### src/rtl/if_id_stage_reg.sv
// IF/ID pipeline register with stall, flush and per-instruction valid.
// Instruction path either passes a synchronous memory's output through a stall hold buffer or registers it locally.
module if_id_stage_reg #(
  parameter int unsigned       XLEN        = 32,
  parameter int unsigned       ILEN        = 32,
  parameter bit                INSTR_REG   = 1'b0,
  parameter logic [ILEN-1:0]   NOP         = 32'h00000013,
  parameter logic [XLEN-1:0]   RESET_PC    = '0,
  parameter int unsigned       STALL_CNT_W = 16
) (
  input  logic                   clk,
  input  logic                   rst_n,
  input  logic                   stall,
  input  logic                   flush,
  input  logic                   if_valid,
  input  logic [XLEN-1:0]        if_pc,
  input  logic [ILEN-1:0]        if_instruction,
  output logic                   id_valid,
  output logic [XLEN-1:0]        id_pc,
  output logic [XLEN-1:0]        id_pc4,
  output logic [ILEN-1:0]        id_instruction,
  output logic [STALL_CNT_W-1:0] stall_cnt
);

  typedef enum logic {StPass, StHold} hold_st_e;

  localparam logic [XLEN-1:0]        PcStep = XLEN'(4);
  localparam logic [STALL_CNT_W-1:0] CntMax = '1;
  localparam logic [STALL_CNT_W-1:0] CntOne = STALL_CNT_W'(1);

  logic                   valid_q, valid_d;
  logic [XLEN-1:0]        pc_q, pc_d;
  logic [XLEN-1:0]        pc4_q, pc4_d;
  logic [STALL_CNT_W-1:0] cnt_q, cnt_d;

  // Flush wins over stall; flush leaves the PC fields untouched.
  always_comb begin
    valid_d = valid_q;
    pc_d    = pc_q;
    pc4_d   = pc4_q;
    cnt_d   = cnt_q;
    if (flush) begin
      valid_d = 1'b0;
    end else if (stall) begin
      if (cnt_q != CntMax) cnt_d = cnt_q + CntOne;
    end else begin
      valid_d = if_valid;
      pc_d    = if_pc;
      pc4_d   = if_pc + PcStep;
    end
  end

  always_ff @(posedge clk or negedge rst_n) begin
    if (!rst_n) begin
      valid_q <= 1'b0;
      pc_q    <= RESET_PC;
      pc4_q   <= RESET_PC + PcStep;
      cnt_q   <= '0;
    end else begin
      valid_q <= valid_d;
      pc_q    <= pc_d;
      pc4_q   <= pc4_d;
      cnt_q   <= cnt_d;
    end
  end

  assign id_valid  = valid_q;
  assign id_pc     = pc_q;
  assign id_pc4    = pc4_q;
  assign stall_cnt = cnt_q;

  if (INSTR_REG) begin : g_instr_reg
    logic [ILEN-1:0] instr_q, instr_d;

    always_comb begin
      instr_d = instr_q;
      if (flush)       instr_d = NOP;
      else if (!stall) instr_d = if_instruction;
    end

    always_ff @(posedge clk or negedge rst_n) begin
      if (!rst_n) instr_q <= NOP;
      else        instr_q <= instr_d;
    end

    assign id_instruction = valid_q ? instr_q : NOP;
  end else begin : g_hold_buf
    hold_st_e        st_q, st_d;
    logic [ILEN-1:0] hold_q, hold_d;

    // Capture the memory word only on the first stalled edge; later edges keep it.
    always_comb begin
      st_d   = st_q;
      hold_d = hold_q;
      if (flush || !stall) begin
        st_d   = StPass;
        hold_d = NOP;
      end else if (st_q == StPass) begin
        st_d   = StHold;
        hold_d = if_instruction;
      end
    end

    always_ff @(posedge clk or negedge rst_n) begin
      if (!rst_n) begin
        st_q   <= StPass;
        hold_q <= NOP;
      end else begin
        st_q   <= st_d;
        hold_q <= hold_d;
      end
    end

    assign id_instruction = !valid_q ? NOP : ((st_q == StHold) ? hold_q : if_instruction);
  end

endmodule

### config.mk
export PLATFORM = sky130hd
export DESIGN_NAME = if_id_stage_reg
export DESIGN_NICKNAME = d
export VERILOG_FILES = /design/src/rtl/if_id_stage_reg.sv
export SDC_FILE = /design/constraint.sdc
export NUM_CORES = 1
export LEC_CHECK = 0
export ABC_AREA = 1
export CORE_MARGIN = 4
export CORE_UTILIZATION = 30
export DETAILED_ROUTE_END_ITERATION = 10
export PLACE_DENSITY_LB_ADDON = 0.3
export SLEW_MARGIN = 25
export SYNTH_ARGS = -nofsm -noshare
export SYNTH_HDL_FRONTEND = slang
export SYNTH_SLANG_ARGS = --single-unit
### constraint.sdc
create_clock -name clk -period 1.99 [get_ports clk]
set_input_delay 0.199 -clock clk [delete_from_list [all_inputs] [get_ports clk]]
set_output_delay 0.199 -clock clk [all_outputs]
set_load 0.05 [all_outputs]
==> results of run 1 <==
## synth_stat cells
cell and number:
buf_4 2, dfrtp_1 108, xor2_1 5, nor2_2 4, nand2_4 2, nand2_2 1
ha_1 2, o21ai_4 2, clkbuf_1 11, or2_0 1, inv_1 35, nand3_1 65
clkinv_2 1, dfstp_2 4, o21bai_1 1, o31ai_1 1, nand2_1 240, and2_1 1
nand4_1 8, mux2i_1 32, buf_6 2, inv_2 2, xnor2_1 4, o21ai_0 11
nand3_2 1, nor2_4 2, nor2_1 139, o211ai_1 7, o21ai_1 4, buf_2 14
## per-layer routing
layer,global-route usage,vias up,share of wire
met3,0.05126,14,0.070
met1,0.2237,2515,0.47
met4,0.04320,0,0.012
li1,-,2613,-
met2,0.2502,160,0.45
met5,0,-,0
## per-stage QoR
step	setup WS (ns)	hold slack [ns]	instances	instance area (sq um)
after global routing	0.006924	0.3627	1127	8392
after detailed placement	0.01396	0.2120	1110	8048
final	0.08080	0.3595	1127	8392
after floorplan	0.09240	-0.09659	712	5597
after global placement	0.06407	0.2094	1110	8048
after CTS	0.04563	0.3491	1127	8386
## cell families (layout without fill, tap and decap cells)
group                      Yosys count  after routing
and+or+nand+nor                    464            464
DFF                                112            112
buffers and inverters               67            253
muxes                               32             32
AOI/OAI and AO/OA                   26             26
xor gates and xnor gates             9              9
adders and majority gates            2              2
## worst reg2reg max path, stage by stage, from the launching register on
cell	delay [ns]
dfrtp_1	0.42
ha_1	0.29
nand3_2	0.15
clkinv_2	0.09
nand2_4	0.06
o21ai_4	0.25
nand2_4	0.18
nand2_1	0.12
nand2_1	0.05
## what timing repair did
item,4_1_cts,5_1_grt
hold endpoints to repair,31,0
hold buffers,1,0
resized for setup,0,2
setup endpoints to repair,0,2
## how the worst max path moves through the flow
stage / to / from / slack, ns
6_report: id_valid / id_valid / 0.08
5_1_grt: id_valid / id_valid / 0.007
4_1_cts: id_valid / id_valid / 0.05
3_5_place_dp: id_pc4[26] / if_pc[2] / 0.01
3_3_place_gp: id_pc4[22] / if_pc[2] / 0.06
2_1_floorplan: stall_cnt[5] / stall_cnt[1] / 0.09
## registers in the layout, summed over array words and instances (netlist names)
name               cells
id_pc                 32
id_pc4                30
stall_cnt             16
id_valid               1
g_hold_buf.st_q        1
g_hold_buf.hold_q     32
## area by class of cell
cell class	instances	area, sq um
Timing Repair Buffer	199	2321
Tap cell	229	286.5
Clock buffer	9	225.2
Inverter	38	143.9
Fill cell	1758	9756
Clock inverter	7	102.6
Multi-Input combinational cell	533	2504
Sequential cell	112	2809
## where the power goes
part | total (mW) | internal [mW] | switching, mW | leakage [nW]
logic | 2.15 | 0.767 | 1.38 | 2.24
registers | 2.69 | 2.51 | 0.182 | 1.43
clock network | 2.00 | 1.03 | 0.971 | 0.160
## cells in the final DEF (no fill, tap or decap), drive strengths merged, types with 2 or more instances in the layout
cell / count
mux2i: 32
nand4: 8
nand3: 66
xor2: 5
nor2: 145
o21ai: 17
ha: 2
nand2: 243
clkbuf: 9
xnor2: 4
buf: 51
inv: 41
dfrtp: 108
clkdlybuf4s50: 146
o211ai: 7
clkinv: 3
dfstp: 4
==> reports/results.ini, run 1 <==
[sta]
setup_viol=0
fin_crit_sh=0.9594
drv_slew=0
max_freq_mhz=523.8
hold_viol=0
finClkSkew_ns=0.01070
rsz0062_at_grt=false
tns_ns=0
final_period_minus_worst_setup_slack_ns=1.909
worstMarginPinSlew_ns=0.5905
maxSlewHeadroom=0.6051

[worst_setup_path]
critPathLaunchType=register
crit_family=buffers and inverters
crit_buf_inv=1
r2r_slack_ns=0.28
rr_endpoint=stall_cnt[15]
crit_path_max_incr_delay_ns=0.87
worstPathArrival_ns=1.71
cp.required_ns=1.79
critPathMaxFanout=5
critPathKind=register to primary output
r2r_start=stall_cnt[0]
critPathSlowestCell=clkdlybuf4s50_1
r2r_cells=8
cp_num_cells=1
endpoint_kind=primary output
crit_chain=clkdlybuf4s50_1

[yosys]
synthCells=712
synth.top_cell.area_share=0.4829
ys_types=30
synth.area.mux_share=0.05723
syn_area_per_cell_sq_um=7.860
synth.area.top_cells=dfrtp_1 (48%), nand2_1 (16%), nor2_1 (9.3%)
synth_compound_area_frac=0.03130
seq_area_frac_synth=0.5017
synth_top_family_by_area=simple AND/OR/NAND/NOR gates
synth_fp_nets=783
synthSimpleGateAreaFrac=0.3389
synth_top_cell_by_area=dfrtp_1
ys_seq_elements=112
yosys_warnings=0
synthAdderAreaFrac=0.004471
synth_xor_area_frac=0.01408
syn-cell-area_sq_mm=0.005597

[power_and_ir_drop]
power_density_mw_per_mm2=814.5
p_leak_nw=3.832
power_mw=6.835
vdd_drop_max_v=0.0004382

[global_route]
grt_pass1_wl_mm=26.90
grt_max_degree=66
antenna_found_initial=0
track_usage=0.1630
grt_pass1_vias=5119
grt.overflow.total=0

[cts]
cts_tree=built
clock-sinks=112
clk_latency_ns=0.36
cts_buffers=9
htreeDepth=3
cts_root_buf=clkbuf_16
clockBufferDepth=2
cts.clk_slew.worst_paths_ns=0.08
cts_setup_buffers=0

[cells_and_area]
utilization=0.4624
drive_gt1_frac=0.09800
synthToLayoutAreaGrowth_pct=49.94
layout.nets=964
n_antenna_cell=0

[floorplan]
dieArea_sq_mm=0.02090
num_io_pins=182
die_h_um=144.6
rows=49
die-width_um=144.6
core_sq_mm=0.01815
start_util=0.3084

[status]
status=finished clean

[route]
ant_nets=0
avgRoutedWirePerCell_um=15.04
routed_wl_mm=16.95
routed_via_density=4.705
dr.pass1.iters=4
route.detailed.drc=0
vias=5302
drt_iter0_drc=276

[hold_path]
holdCritPathClass=primary input to asynchronous set/reset pin

[place]
dp.final_hpwl_mm=12.76
gp_congestion=0.8476
port-buffer-count=181

[flow_run]
maxCapViolations=0

No activity file was read; power rests on OpenSTA's default activity.
==> run 2, diff against run 1 <==
--- a/config.mk
+++ b/config.mk
@@ -9,7 +9,6 @@
 export CORE_MARGIN = 4
 export CORE_UTILIZATION = 30
 export DETAILED_ROUTE_END_ITERATION = 10
-export PLACE_DENSITY_LB_ADDON = 0.3
 export SLEW_MARGIN = 25
 export SYNTH_ARGS = -nofsm -noshare
 export SYNTH_HDL_FRONTEND = slang
==> reports/results.ini, run 2 (synthesized netlist as in run 1, its figures left out) <==
[cells_and_area]
fin_area_sq_mm=0.008359  ; was 0.008392 sq mm
drive_gt1_frac=0.09588  ; was 0.09800
layout.nets=963  ; was 964
n_antenna_cell=0  ; unchanged
final_common_cell=nand2_1  ; unchanged
utilization=0.4606  ; was 0.4624
final_cell_mix=nand2_1 (240), clkdlybuf4s50_1 (147), nor2_1 (138)  ; was nand2_1 (240), clkdlybuf4s50_1 (146), nor2_1 (138)
synthToLayoutAreaGrowth_pct=49.36  ; was 49.94%

[sta]
max_freq_mhz=524.3  ; was 523.8 MHz
hold_viol=0  ; unchanged
finClkSkew_ns=0.008775  ; was 0.01070 ns
setup_viol=0  ; unchanged
fin_crit_sh=0.9585  ; was 0.9594
maxSlewHeadroom=0.5812  ; was 0.6051
tns_ns=0  ; unchanged
drv_slew=0  ; unchanged
worstMarginPinSlew_ns=0.6282  ; was 0.5905 ns
rsz0062_at_grt=false  ; unchanged
final_period_minus_worst_setup_slack_ns=1.907  ; was 1.909 ns

[cts]
clock-sinks=112  ; unchanged
cts.clk_slew.worst_paths_ns=0.07  ; was 0.08 ns
clockBufferDepth=2  ; unchanged
cts_buffers=9  ; unchanged
cts_tree=built  ; unchanged
clk_latency_ns=0.35  ; was 0.36 ns
cts_root_buf=clkbuf_16  ; unchanged
cts_setup_buffers=0  ; unchanged
htreeDepth=3  ; unchanged

[place]
dp.final_hpwl_mm=12.54  ; was 12.76 mm
port-buffer-count=181  ; unchanged
dpl_cell_area_sq_mm=0.008040  ; was 0.008048 sq mm
gp_congestion=0.7892  ; was 0.8476

[route]
routed_via_density=4.680  ; was 4.705
avgRoutedWirePerCell_um=15.14  ; was 15.04 um
ant_nets=0  ; unchanged
routed_wl_mm=17.05  ; was 16.95 mm
dr.pass1.iters=5  ; was 4
route.detailed.drc=0  ; unchanged
vias=5270  ; was 5302
drt_iter0_drc=306  ; was 276

[global_route]
grt.overflow.total=0  ; unchanged
grt_max_degree=113  ; was 66
antenna_found_initial=0  ; unchanged
grt_pass1_vias=5158  ; was 5119
track_usage=0.1652  ; was 0.1630
grt_pass1_wl_mm=27.68  ; was 26.90 mm

[worst_setup_path]
crit_chain=clkdlybuf4s50_1  ; unchanged
crit_buf_inv=1  ; unchanged
worstPathArrival_ns=1.71  ; about the same
critPathKind=register to primary output  ; unchanged
crit_family=buffers and inverters  ; unchanged
crit_path_max_incr_delay_ns=0.87  ; about the same
critPathSlowestCell=clkdlybuf4s50_1  ; unchanged
cp.required_ns=1.79  ; about the same
critPathLaunchType=register  ; unchanged
critPathMaxFanout=7  ; was 5
endpoint_kind=primary output  ; unchanged

[hold_path]
holdCritPathClass=primary input to register  ; was primary input to asynchronous set/reset pin

[floorplan]
start_util=0.3084  ; unchanged
core_sq_mm=0.01815  ; unchanged
die_h_um=144.6  ; unchanged
dieArea_sq_mm=0.02090  ; unchanged
die-width_um=144.6  ; unchanged
num_io_pins=182  ; unchanged
rows=49  ; unchanged

[flow_run]
maxCapViolations=0  ; unchanged

[status]
status=finished clean  ; unchanged

[power_and_ir_drop]
p_leak_nw=3.800  ; was 3.832 nW
vdd_drop_max_v=0.0003689  ; was 0.0004382 V
power_density_mw_per_mm2=805.5  ; was 814.5 mW/mm^2

run 2: final timing paths:
check / from / endpoint / slack (ns) / cells past startpoint
max in group asynchronous: rst_n / g_hold_buf.st_q / 0.98 / 3
max reg2reg: stall_cnt[1] / stall_cnt[11] / 0.31 / 8
min in group asynchronous: rst_n / id_pc[8] / 0.47 / 3
min reg2reg: id_pc[21] / id_pc[21] / 0.47 / 2
max: stall_cnt[10] / stall_cnt[10] / 0.08 / 1
min: if_pc[0] / id_pc[0] / 0.39 / 3
run 2: stage by stage:
step	instances	setup WS [ns]	hold slack [ns]	total power [mW]
global route	1126	0.01788	0.3882	7.076
CTS	1126	0.007588	0.3728	6.844
finish	1126	0.08259	0.3936	6.734
floorplan	712	0.09240	-0.09659	3.974
global placement	1109	0.08788	0.3488	4.883
detailed placement	1109	0.03980	0.3517	4.892
run 2: where the power goes:
| part | switching [mW] | internal (mW) |
|---|---|---|
| registers | 0.182 | 2.51 |
| logic | 1.37 | 0.766 |
| clock network | 0.880 | 1.03 |
| total | 2.43 | 4.30 |
run 2: area by class of cell:
type	count	area [sq um]
fillers	1806	9788
flip-flops and latches	112	2811
multi-input cells	533	2504
repair buffers	198	2307
well taps	229	286.5
clock buffers	11	242.7
inverters	38	143.9
clock inverters	5	63.81
run 2: timing repair:
action,CTS,global route
setup endpoints to repair,0,11
endpoints found under the hold margin,108,0
gates resized for setup,0,1
hold buffers,1,0
run 2: routing by layer:
layer  global-route usage  vias to the layer above  share of wire  wire, um
met2               0.2460                      158           0.44      7559
met4              0.04369                        0          0.013       215
li1                     -                     2615              -         -
met1               0.2430                     2483           0.48      8181
met5                    0                        -              0         0
met3              0.03604                       14          0.064      1089
==> run 3, diff against run 2 <==
--- a/config.mk
+++ b/config.mk
@@ -8,6 +8,7 @@
 export ABC_AREA = 1
 export CORE_MARGIN = 4
 export CORE_UTILIZATION = 30
+export CTS_CLUSTER_SIZE = 28
 export DETAILED_ROUTE_END_ITERATION = 10
 export SLEW_MARGIN = 25
 export SYNTH_ARGS = -nofsm -noshare
==> results of run 3 <==
The final DEF is identical to that of run 2; final timing and power are the same.
